**src/rtl/multicycle_control_fsm.sv**
```systemverilog
// -----------------------------------------------------------------------------
// multicycle_control_fsm
//
// Control sequencer for a multi-cycle RV32I core. It steps each instruction
// through fetch, decode, execute, memory and writeback states. From the current
// state it drives the mux selects and write enables for a shared memory, the
// ALU, the register file and the IR/OldPC/PC registers. It also traps illegal
// opcodes and counts retired instructions.
//
// Memory handshake: the FSM holds a memory request (FETCH, MEMREAD or MEMWRITE)
// for as many cycles as it takes. mem_ready=1 means the access completes in
// this cycle. The FSM advances only on that cycle, and any side effect tied to
// completion (IRWrite/PC update in FETCH, Retire in MEMWRITE) fires only on
// that cycle. MemWrite stays asserted on every MEMWRITE cycle up to and
// including the mem_ready cycle.
//
// Ports:
//   clk          system clock, rising-edge
//   rst          synchronous active-high reset
//   Op/funct3/funct7  instruction fields from the IR
//   Zero         ALU zero flag (branch condition)
//   mem_ready    memory access completes this cycle
//   PCWrite, AdrSrc, MemWrite, IRWrite, RegWrite   datapath enables/selects
//   ResultSrc, ALUSrcA, ALUSrcB, ImmSrc, ALUControl datapath selects
//   Illegal      sticky trap flag, cleared only by rst
//   Retire       one-cycle pulse per completed instruction
//   RetireCount  retired-instruction count, wraps modulo 2^CNT_W
//   dbg_state    current FSM state, for observation only
// -----------------------------------------------------------------------------
module multicycle_control_fsm #(
  parameter int CNT_W = 32
) (
  input  logic             clk,
  input  logic             rst,
  input  logic [6:0]       Op,
  input  logic [2:0]       funct3,
  input  logic [6:0]       funct7,
  input  logic             Zero,
  input  logic             mem_ready,
  output logic             PCWrite,
  output logic             AdrSrc,
  output logic             MemWrite,
  output logic             IRWrite,
  output logic             RegWrite,
  output logic [1:0]       ResultSrc,
  output logic [1:0]       ALUSrcA,
  output logic [1:0]       ALUSrcB,
  output logic [1:0]       ImmSrc,
  output logic [2:0]       ALUControl,
  output logic             Illegal,
  output logic             Retire,
  output logic [CNT_W-1:0] RetireCount,
  output logic [3:0]       dbg_state
);

  localparam logic [6:0] OP_LW   = 7'b0000011;
  localparam logic [6:0] OP_SW   = 7'b0100011;
  localparam logic [6:0] OP_RTYP = 7'b0110011;
  localparam logic [6:0] OP_ITYP = 7'b0010011;
  localparam logic [6:0] OP_BEQ  = 7'b1100011;
  localparam logic [6:0] OP_JAL  = 7'b1101111;

  typedef enum logic [3:0] {
    S_FETCH    = 4'd0,
    S_DECODE   = 4'd1,
    S_MEMADR   = 4'd2,
    S_MEMREAD  = 4'd3,
    S_MEMWB    = 4'd4,
    S_MEMWRITE = 4'd5,
    S_EXECUTER = 4'd6,
    S_EXECUTEI = 4'd7,
    S_ALUWB    = 4'd8,
    S_BEQ      = 4'd9,
    S_JAL      = 4'd10,
    S_TRAP     = 4'd11
  } state_t;

  state_t r_state;
  state_t w_next;

  logic [CNT_W-1:0] r_retire_count;
  logic             r_illegal;

  // Raw (ungated) state decodes; the enables are masked by rst below.
  logic       w_pc_update;
  logic       w_branch;
  logic       w_ir_write;
  logic       w_mem_write;
  logic       w_reg_write;
  logic       w_retire;
  logic [1:0] w_alu_op;
  logic       w_adr_src;
  logic [1:0] w_result_src;
  logic [1:0] w_alu_src_a;
  logic [1:0] w_alu_src_b;
  logic [1:0] w_imm_src;
  logic [2:0] w_alu_control;

  // Only funct7[5] matters for the ALU decode (sub vs add).
  logic w_unused_funct7;
  assign w_unused_funct7 = ^{funct7[6], funct7[4:0]};

  // ---------------------------------------------------------------------------
  // State register
  // ---------------------------------------------------------------------------
  always_ff @(posedge clk) begin
    if (rst) begin
      r_state <= S_FETCH;
    end else begin
      r_state <= w_next;
    end
  end

  // ---------------------------------------------------------------------------
  // Next-state logic
  // ---------------------------------------------------------------------------
  always_comb begin
    w_next = r_state;
    unique case (r_state)
      S_FETCH: begin
        if (mem_ready) w_next = S_DECODE;
      end
      S_DECODE: begin
        unique case (Op)
          OP_LW, OP_SW: w_next = S_MEMADR;
          OP_RTYP:      w_next = S_EXECUTER;
          OP_ITYP:      w_next = S_EXECUTEI;
          OP_BEQ:       w_next = S_BEQ;
          OP_JAL:       w_next = S_JAL;
          default:      w_next = S_TRAP;
        endcase
      end
      S_MEMADR: begin
        w_next = (Op == OP_SW) ? S_MEMWRITE : S_MEMREAD;
      end
      S_MEMREAD: begin
        if (mem_ready) w_next = S_MEMWB;
      end
      S_MEMWB:    w_next = S_FETCH;
      S_MEMWRITE: begin
        if (mem_ready) w_next = S_FETCH;
      end
      S_EXECUTER: w_next = S_ALUWB;
      S_EXECUTEI: w_next = S_ALUWB;
      S_ALUWB:    w_next = S_FETCH;
      S_BEQ:      w_next = S_FETCH;
      // JAL writes PC+4 into rd through the common ALU writeback state.
      S_JAL:      w_next = S_ALUWB;
      S_TRAP:     w_next = S_TRAP;
      default:    w_next = S_FETCH;
    endcase
  end

  // ---------------------------------------------------------------------------
  // Output decode (Moore on state, plus mem_ready qualification)
  // ---------------------------------------------------------------------------
  always_comb begin
    w_pc_update  = 1'b0;
    w_branch     = 1'b0;
    w_ir_write   = 1'b0;
    w_mem_write  = 1'b0;
    w_reg_write  = 1'b0;
    w_retire     = 1'b0;
    w_alu_op     = 2'b00;
    w_adr_src    = 1'b0;
    w_result_src = 2'b00;
    w_alu_src_a  = 2'b00;
    w_alu_src_b  = 2'b00;
    w_imm_src    = 2'b00;
    unique case (r_state)
      S_FETCH: begin
        // PC+4 is taken straight from the ALU (ResultSrc=10) so the PC and IR
        // update together on the cycle the fetch completes.
        w_alu_src_b  = 2'b10;
        w_result_src = 2'b10;
        w_ir_write   = mem_ready;
        w_pc_update  = mem_ready;
      end
      S_DECODE: begin
        // Precompute the branch target OldPC + B-imm into ALUOut.
        w_alu_src_a = 2'b01;
        w_alu_src_b = 2'b01;
        w_imm_src   = 2'b10;
      end
      S_MEMADR: begin
        w_alu_src_a = 2'b10;
        w_alu_src_b = 2'b01;
        w_imm_src   = (Op == OP_SW) ? 2'b01 : 2'b00;
      end
      S_MEMREAD: begin
        w_adr_src = 1'b1;
      end
      S_MEMWB: begin
        w_result_src = 2'b01;
        w_reg_write  = 1'b1;
        w_retire     = 1'b1;
      end
      S_MEMWRITE: begin
        w_adr_src   = 1'b1;
        w_mem_write = 1'b1;
        w_retire    = mem_ready;
      end
      S_EXECUTER: begin
        w_alu_src_a = 2'b10;
        w_alu_op    = 2'b10;
      end
      S_EXECUTEI: begin
        w_alu_src_a = 2'b10;
        w_alu_src_b = 2'b01;
        w_alu_op    = 2'b10;
      end
      S_ALUWB: begin
        w_reg_write = 1'b1;
        w_retire    = 1'b1;
      end
      S_BEQ: begin
        w_alu_src_a = 2'b10;
        w_alu_op    = 2'b01;
        w_branch    = 1'b1;
        w_retire    = 1'b1;
      end
      S_JAL: begin
        w_alu_src_a = 2'b01;
        w_alu_src_b = 2'b10;
        w_imm_src   = 2'b11;
        w_pc_update = 1'b1;
      end
      S_TRAP: begin
      end
      default: begin
      end
    endcase

    // ALU decoder
    w_alu_control = 3'b000;
    unique case (w_alu_op)
      2'b00: w_alu_control = 3'b000;
      2'b01: w_alu_control = 3'b001;
      2'b10: begin
        unique case (funct3)
          // Only register-register ops with funct7[5] subtract; addi never does.
          3'b000:  w_alu_control = (Op[5] & funct7[5]) ? 3'b001 : 3'b000;
          3'b010:  w_alu_control = 3'b101;
          3'b110:  w_alu_control = 3'b011;
          3'b111:  w_alu_control = 3'b010;
          default: w_alu_control = 3'b000;
        endcase
      end
      default: w_alu_control = 3'b000;
    endcase
  end

  // ---------------------------------------------------------------------------
  // Retire counter and sticky trap flag
  // ---------------------------------------------------------------------------
  always_ff @(posedge clk) begin
    if (rst) begin
      r_retire_count <= '0;
      r_illegal      <= 1'b0;
    end else begin
      if (w_retire) r_retire_count <= r_retire_count + {{(CNT_W-1){1'b0}}, 1'b1};
      if (r_state == S_TRAP) r_illegal <= 1'b1;
    end
  end

  // Enables are masked during reset so an abandoned instruction never writes.
  assign PCWrite     = (w_pc_update | (w_branch & Zero)) & ~rst;
  assign MemWrite    = w_mem_write & ~rst;
  assign IRWrite     = w_ir_write & ~rst;
  assign RegWrite    = w_reg_write & ~rst;
  assign Retire      = w_retire & ~rst;
  assign AdrSrc      = w_adr_src;
  assign ResultSrc   = w_result_src;
  assign ALUSrcA     = w_alu_src_a;
  assign ALUSrcB     = w_alu_src_b;
  assign ImmSrc      = w_imm_src;
  assign ALUControl  = w_alu_control;
  assign Illegal     = r_illegal;
  assign RetireCount = r_retire_count;
  assign dbg_state   = r_state;

endmodule

```
**config.mk**
```make
export PLATFORM = sky130hd
export DESIGN_NAME = multicycle_control_fsm
export DESIGN_NICKNAME = d
export VERILOG_FILES = /design/src/rtl/multicycle_control_fsm.sv
export SDC_FILE = /design/constraint.sdc
export NUM_CORES = 1
export LEC_CHECK = 0
export CORE_ASPECT_RATIO = 0.5
export CORE_UTILIZATION = 28
export CTS_CLUSTER_SIZE = 14
export DETAILED_ROUTE_END_ITERATION = 8
export PLACE_DENSITY = 0.66
export SYNTH_ARGS = -nofsm -noshare
export SYNTH_HDL_FRONTEND = slang
export SYNTH_SLANG_ARGS = --single-unit
```
**constraint.sdc**
```tcl
create_clock -name clk -period 2.96 [get_ports clk]
set_input_delay 0.592 -clock clk [delete_from_list [all_inputs] [get_ports clk]]
set_output_delay 0.592 -clock clk [all_outputs]
set_load 0.005 [all_outputs]
```
### Yosys cells after proc, flatten, opt, wreduce, memory -nomap -nowiden

Cells that the tools add are included.

| storage, ports and cells | value |
|---|---|
| register bits | 37 |
| bits in latches | 0 |
| memory bits (writable) | 0 |
| bits in read-only memories | 0 |
| bits of input ports | 21 |
| output and inout port bits | 54 |
| word-level logic and storage cells | 73 |
| memories | 0 |

| operators by class | value |
|---|---|
| add/subtract/negate cells | 1 |
| multiply operators | 0 |
| div/mod/pow operators | 0 |
| order comparisons | 0 |
| equality and inequality tests | 25 |
| shift operators | 0 |
| mux-type cells | 22 |
| bitwise logic cells | 9 |
| reductions and logical operators | 13 |

Operators by type and width:

| operator | number |
|---|---|
| adder 32 x 1 -> 32 bit (second input constant) | 1 |
| case mux 4 bit (7 select lines) | 1 |
| case mux 4 bit (5 select lines) | 1 |
| == test 4 x 3 -> 1 bit (second input constant) | 4 |
| == test 4 bit (second input constant) | 4 |
| case mux 2 bit (2 select lines) | 4 |
| == test 7 x 6 -> 1 bit (second input constant) | 2 |
| == test 7 bit (second input constant) | 2 |
| two-way mux 4 bit | 3 |
| case mux 3 bit (4 select lines) | 1 |
| OR reduction 2 bit | 6 |
| OR reduction 3 bit | 3 |
| == test 4 x 2 -> 1 bit (second input constant) | 2 |
| AND 1 bit | 7 |
| == test 7 x 2 -> 1 bit (second input constant) | 1 |
| == test 7 x 5 -> 1 bit (second input constant) | 1 |
| two-way mux 1 bit | 7 |
| == test 3 bit (second input constant) | 2 |
| != test 2 bit (second input constant) | 3 |
| case mux 2 bit (3 select lines) | 1 |
| case mux 3 bit (2 select lines) | 1 |
| == test 4 x 1 -> 1 bit (second input constant) | 1 |
| zero test 4 bit | 1 |
| case mux 1 bit (2 select lines) | 2 |
| other kinds (9) | 9 |

### Logic depth before layout (Yosys ltp)

Gate-level depths: netlist of the first run.

| depth | value |
|---|---|
| depth after elaboration | 5 |
| gate-level depth with buffers | 8 |
| gate-level depth less buffers | 7 |

### Least setup slack after synthesis of the first run

Ideal clock, no wire load.

| timing path | value |
|---|---|
| path type | flip-flop to output port |
| start point | register r_state[1], in the netlist dbg_state[1] |
| end point | output ALUControl[2] |
| arrival time | 1.974 ns |
| data required time | 2.368 ns |
| path slack | 0.394 ns |
| cell stages (with the launch flop) | 8 |
| path buffers | 3 |
| path through | dfxtp_1 > clkbuf_1 > clkbuf_1 > buf_1 > and2_1 > inv_1 > ha_1 > nor4_1 |

| on the way | value |
|---|---|
| longest elaborated chain between the ends | 5 |
| elaborated cells between the ends (all ways) | 8 |
| those cells by class | eq/ne: 5; mux: 2; reduce/logical: 1 |

RTL lines:

| item | line | source |
|---|---|---|
| from (decl) | 78 | `state_t r_state;` |
| from (signal assigned) | 110 | `r_state <= w_next;` |
| == test 4 x 3 -> 1 bit | 170 | `unique case (r_state)` |
| OR reduction 2 bit (no line) | -- |  |
| case mux 2 bit (2 select lines) (*) | 170 |  |
| == test 2 bit / == test 2 x 1 -> 1 bit (equally long branches) | 236 | `unique case (w_alu_op)` |
| case mux 3 bit (2 select lines) (*) | 236 |  |
| to (decl) | 49 | `output logic [2:0] ALUControl,` |

Every way passes the cells marked *; elsewhere a longest branch is shown, timed or not.

### Worst setup path in the final report of the first run

Ends and elaborated chain as after synthesis.

==> run summary, run 1 <==
status - complete, no violations
synthesized area - 0.00223 mm2
Area Overhead vs Synth - 46.2%
family with the most delay on the worst path - simple AND/OR/NAND/NOR gates
Port Buf Inserts - 68
placed cell count - 459
hold depth - 2
Distinct cells, synth - 52
Die ar. - 0.00835 mm2
GP Congestion - 0.733
# diodes - 0
CTS Sinks - 37
Finished Core Util - 43.4%
via/cell ratio - 4.96
Slowest-stage cell, CP - clkdlybuf4s50_1
drt initial violations - 99
fmax - 0.355 GHz
Pwr per Cell Area - 572 mW/mm2
DR vias - 2316
Root Driver - clkbuf_16
layout cells sized above 1 - 8.64%
nets - 383
Num CTS Buffers - 5
actual slew at the worst max-slew pin - 418 ps
Synth top area share - 33.2%
Tot Pwr - 0.00187 W
CP Cell Sequence - nand2b_1 -> nor2_1 -> nand2_1 -> inv_1 -> ha_1 -> nor4_1 -> clkdlybuf4s50_1
Worst Skew - 7.74 ps
async set-reset flop share out of synthesis - 0%
Max clock buf depth - 2
crit-path max FO - 5
final worst-path cycle share - 95.0%
Leakage - 1.09 nW
core area - 0.00751 mm2
Worst Slack Setup Final - 147 ps
initial antenna violation count - 0
Synth area leader - dfxtp_1
routed len/inst - 12.0 um
Fillers - 767
top cells by count, synth - dfxtp_1, nor2_1, a21oi_1
max incr delay on CP - 540 ps
largest net degree at the start of global routing - 36
syn_nets - 312
final hold violation count - 0
WS Path Type - flop to output port
synth top area cells - dfxtp_1, a21oi_1, nor2_1, xnor2_1, nand3_1
ANT nets after route - 0
drt first pass iters - 4
# hold bufs at CTS - 0
dpl hpwl - 3980 um
initial cell density of the core - 29.7%
R2R depth - 7
peak supply drop - 0.271 mV
vias in the first global route - 2001
FF+latch count, synth - 37
Seq/Total Area, Yosys - 33.2%
DRT Wirelength - 5610 um
Post-Syn Instances - 288
unrepaired setup endpoints after global routing - false
DIE WIDTH - 128 um
CP arrival - 2220 ps
Tmin final - 2810 ps
hold crit path type - flop to flop
main flop type after synthesis - dfxtp_1
FP Rows - 22
Top-Level Pins - 75
clock-pin transition on the worst setup and hold timing paths - 50 ps
yosys warns - 0
Final Non-Filler Cells - 467
Critical path buffers and inverters - 2
nature of the critical path startpoint - flop
crit end category - output port
number of H-tree levels - 2
Die Ht - 65.1 um
WP depth - 7
Total Routing Usage GR - 13.8%
DRC Markers - 0
count leader, synth - dfxtp_1
post-place setup slack - -14.1 ps
CTS tree - yes
Avg Inst Size Synth - 7.74 um2
Setup Viol. Count Final - 0
Max-Cap Viols - 0
clk_lat worst skew - 280 ps
Post-synth EDFFs - 0
critical path required time - 2370 ps
global-route wire length before repair - 9360 um
Slew Limit Headroom - 71.9%
GRT Residual Overflow - 0
Slew Viols, Final - 0
## registers in the layout, summed over array words and instances, names as in the netlist
signal / cells
dbg_state: 4
RetireCount: 32
Illegal: 1
## what timing repair did
| item | CTS | global route |
|---|---|---|
| gates cloned | 0 | 0 |
| pin swaps | 0 | 1 |
| setup buffers | 0 | 1 |
| setup endpoints to repair | 1 | 1 |
| gates resized for setup | 1 | 4 |
## layer usage
| metal | up-vias | global-route usage [%] | wire length, um |
|---|---|---|---|
| met2 | 46 | 21.6 | 2500 |
| met4 | 0 | 3.53 | 53 |
| li1 | 1199 | - | - |
| met3 | 5 | 3.66 | 280 |
| met1 | 1066 | 18.8 | 2780 |
| met5 | - | 0 | 0 |
## final timing paths
kind                             startpoint                      endpoint  slack, ps
setup / recovery  dbg_state[1]$_SDFFE_PP0P_                 ALUControl[2]        150
hold / removal         Illegal$_SDFFE_PP0N_          Illegal$_SDFFE_PP0N_        480
setup reg to reg  dbg_state[2]$_SDFFE_PP0P_  RetireCount[23]$_SDFFE_PP0N_        600
hold reg to reg        Illegal$_SDFFE_PP0N_          Illegal$_SDFFE_PP0N_        480
## cell type report
cell class	instances	area, um2	share of cell area [%]
repair buffers	83	796	24.4
clock inverters	2	35.0	1.07
multi-input cells	224	1400	42.9
well taps	108	135	4.14
inverters	8	30.0	0.921
flip-flops and latches	37	741	22.7
clock buffers	5	125	3.84
## power by group
part / leakage (nW) / switching, W / internal, W
Sequential: 0.299 / 0.0000268 / 0.000526
Combinational: 0.713 / 0.000362 / 0.000370
Clock: 0.0797 / 0.000191 / 0.000391
## cells by family after synthesis
| logic type | synth area share (%) |
|---|---|
| adders and majority gates | 1.68 |
| xor gates and xnor gates | 4.71 |
| buffers and inverters | 5.05 |
| DFF | 33.2 |
| and+or+nand+nor | 35.2 |
| muxes | 1.01 |
| AOI/OAI and AO/OA | 19.1 |
## metrics by stage
step	setup TNS (ps)	hold WS (ps)	cell area [um2]
2_1_floorplan	0	461	2230
3_3_place_gp	0	459	3070
3_5_place_dp	-14.1	474	3070
4_1_cts	0	486	3230
5_1_grt	0	511	3260
6_report	0	478	3260
## tightest hold or removal path, stage by stage (launching register included)
cell and delay (ps):
dfxtp_1 330, a31oi_1 40, nor2_1 70
## cells in the final DEF, fill, tap and decap left out, types with 2 or more instances in the layout
| cell | count |
|---|---|
| and3_1 | 4 |
| nand4b_1 | 2 |
| nand4_1 | 7 |
| dfxtp_1 | 37 |
| nor4_1 | 5 |
| o21bai_1 | 2 |
| nand2_1 | 15 |
| nand2b_4 | 2 |
| nand3_1 | 14 |
| o21ai_1 | 10 |
| xnor2_1 | 11 |
| nor2_1 | 30 |
| a21oi_1 | 25 |
| nor3_1 | 14 |
| and2_1 | 2 |
| and4_1 | 3 |
| mux2_1 | 2 |
| o31ai_1 | 5 |
| a21o_1 | 3 |
| a31oi_1 | 4 |
| nor2b_1 | 7 |
| inv_1 | 8 |
| nor3b_1 | 2 |
| a211oi_1 | 2 |
| nor4b_1 | 3 |
| buf_4 | 15 |
| o21ai_0 | 5 |
| nand2b_1 | 6 |
| clkdlybuf4s50_1 | 67 |
| ha_1 | 3 |
| o41ai_1 | 3 |
| or4_1 | 6 |
| or3_1 | 9 |
| clkbuf_16 | 5 |
Note: power is estimated with default switching activity, not from simulation.
==> inputs of run 2 (changes only) <==
--- a/config.mk
+++ b/config.mk
@@ -6,10 +6,10 @@
 export NUM_CORES = 1
 export LEC_CHECK = 0
 export CORE_ASPECT_RATIO = 0.5
-export CORE_UTILIZATION = 28
+export CORE_UTILIZATION = 45
 export CTS_CLUSTER_SIZE = 14
 export DETAILED_ROUTE_END_ITERATION = 8
-export PLACE_DENSITY = 0.66
+export PLACE_DENSITY = 0.91
 export SYNTH_ARGS = -nofsm -noshare
 export SYNTH_HDL_FRONTEND = slang
 export SYNTH_SLANG_ARGS = --single-unit
==> run 2 against run 1 <==
Against the previous run:
- via count rose by 4.3%
- critical path type unchanged
- die area fell by 37%
- setup slack barely moved
- cell count fell by 9.0%
- critical endpoint unchanged
- largest power group unchanged
- sequential power barely moved
==> run summary, run 2 (synthesis gave the netlist of run 1 again) <==
# diodes - 0
post-route setup TNS - 0 ps
cell-internal power - 0.00117 W
Tmin final - 2810 ps
clock share of power - 26.2%
placed cell count - 417
global-route wire length before repair - 9630 um
initial cell density of the core - 48.8%
post-CTS setup buffer count - 0
via/cell ratio - 5.68
Die Ht - 51.8 um
largest net degree at the start of global routing - 38
smallest hold slack - 499 ps
status - complete, no violations
Flop pwr share - 31.5%
fmax - 0.355 GHz
Fillers - 354
routed len/inst - 13.8 um
Total Routing Usage GR - 23.6%
final hold violation count - 0
Tot Pwr - 0.00175 W
ANT nets after route - 0
DRC Markers - 0
Area Overhead vs Synth - 42.3%
GP Congestion - 0.847
DRT Wirelength - 5880 um
Root Driver - clkbuf_8
nets - 382
CTS Sinks - 37
Max clock buf depth - 2
clk_lat worst skew - 300 ps
Pwr per Cell Area - 553 mW/mm2
Slew Limit Headroom - 66.7%
DR vias - 2415
hold crit path type - flop to flop
number of H-tree levels - 2
routed length on met1 - 2550 um
critical path required time - 2370 ps
combinational share of power - 42.3%
drt initial violations - 93
GRT Residual Overflow - 0
Die ar. - 0.00526 mm2
Sw Ratio - 33.2%
unrepaired setup endpoints after global routing - false
most common cell after layout, fill and taps aside - clkdlybuf4s50_1
Num CTS Buffers - 5
top routing layer in use - met4
vias in the first global route - 2192
nature of the critical path startpoint - flop
layout cells sized above 1 - 9.47%
Max-Cap Viols - 0
Worst Skew - 8.58 ps
DIE WIDTH - 102 um
post-place setup slack - -2.38 ps
crit end category - output port
actual slew at the worst max-slew pin - 495 ps
CTS tree - yes
Worst Slack Setup Final - 147 ps
initial antenna violation count - 0
Port Buf Inserts - 68
crit-path max FO - 8
final worst-path cycle share - 95.0%
drt first pass iters - 4
max reg flops - 32
Top-Level Pins - 75
WS Path Type - flop to output port
Slew Viols, Final - 0
met2 wire length - 2950 um
Final Non-Filler Cells - 425
WL met3 - 278 um
Leakage - 1.06 nW
commonest non-fill, non-tap cells in the layout - clkdlybuf4s50_1, dfxtp_1, nor2_1
core area - 0.00457 mm2
Setup Viol. Count Final - 0
clock-pin transition on the worst setup and hold timing paths - 70 ps
# hold bufs at CTS - 0
FP Rows - 17
CP arrival - 2220 ps
dpl hpwl - 4280 um
Sw Pwr - 0.000583 W
peak supply drop - 0.336 mV
[run 2: timing repair]
| item | 4_1_cts | 5_1_grt |
|---|---|---|
| gates cloned | 0 | 0 |
| gates resized for setup | 2 | 6 |
| setup endpoints to repair | 2 | 2 |
| pin swaps | 0 | 1 |
[run 2: worst max-delay path, cell delays in order, from the launching register on]
cell and delay [ps]:
dfxtp_1 480, nor2b_1 160, and2_1 160, inv_1 50
ha_1 290, nor4_2 240, clkdlybuf4s50_1 540
[run 2: metrics by stage]
stage,util (%),area (um2)
floorplan,-,2230
global placement,65.9,3020
detailed placement,65.9,3020
CTS,68.8,3140
global route,69.4,3170
finish,69.4,3170
[run 2: power by group through the flow]
stage,sequential [W],combinational [W],clock [W]
2_1_floorplan,0.000570,0.000384,0
3_3_place_gp,0.000560,0.000705,0
3_5_place_dp,0.000561,0.000728,0
4_1_cts,0.000549,0.000734,0.000468
5_1_grt,0.000556,0.000806,0.000492
6_report,0.000552,0.000743,0.000460
[run 2: worst paths after layout]
path / from / endpoint / slack, ps / cells after the start
max: dbg_state[2]$_SDFFE_PP0P_ / ALUControl[2] / 150 / 6
min: Illegal$_SDFFE_PP0N_ / Illegal$_SDFFE_PP0N_ / 500 / 2
min reg2reg: Illegal$_SDFFE_PP0N_ / Illegal$_SDFFE_PP0N_ / 500 / 2
max reg2reg: dbg_state[2]$_SDFFE_PP0P_ / RetireCount[23]$_SDFFE_PP0N_ / 470 / 6
[run 2: area by class of cell]
type	count	area, um2	area share (%)
Sequential cell	37	741	23.4
Timing Repair Buffer	82	788	24.9
Inverter	8	30.0	0.947
Clock inverter	2	37.5	1.18
Multi-Input combinational cell	224	1410	44.5
Clock buffer	6	82.6	2.60
Tap cell	66	82.6	2.60
[run 2: per-layer routing]
layer	vias up	GRT usage (%)
met5	-	0
met4	0	9.90
met3	13	4.97
met2	63	41.6
met1	1147	28.3
li1	1192	-
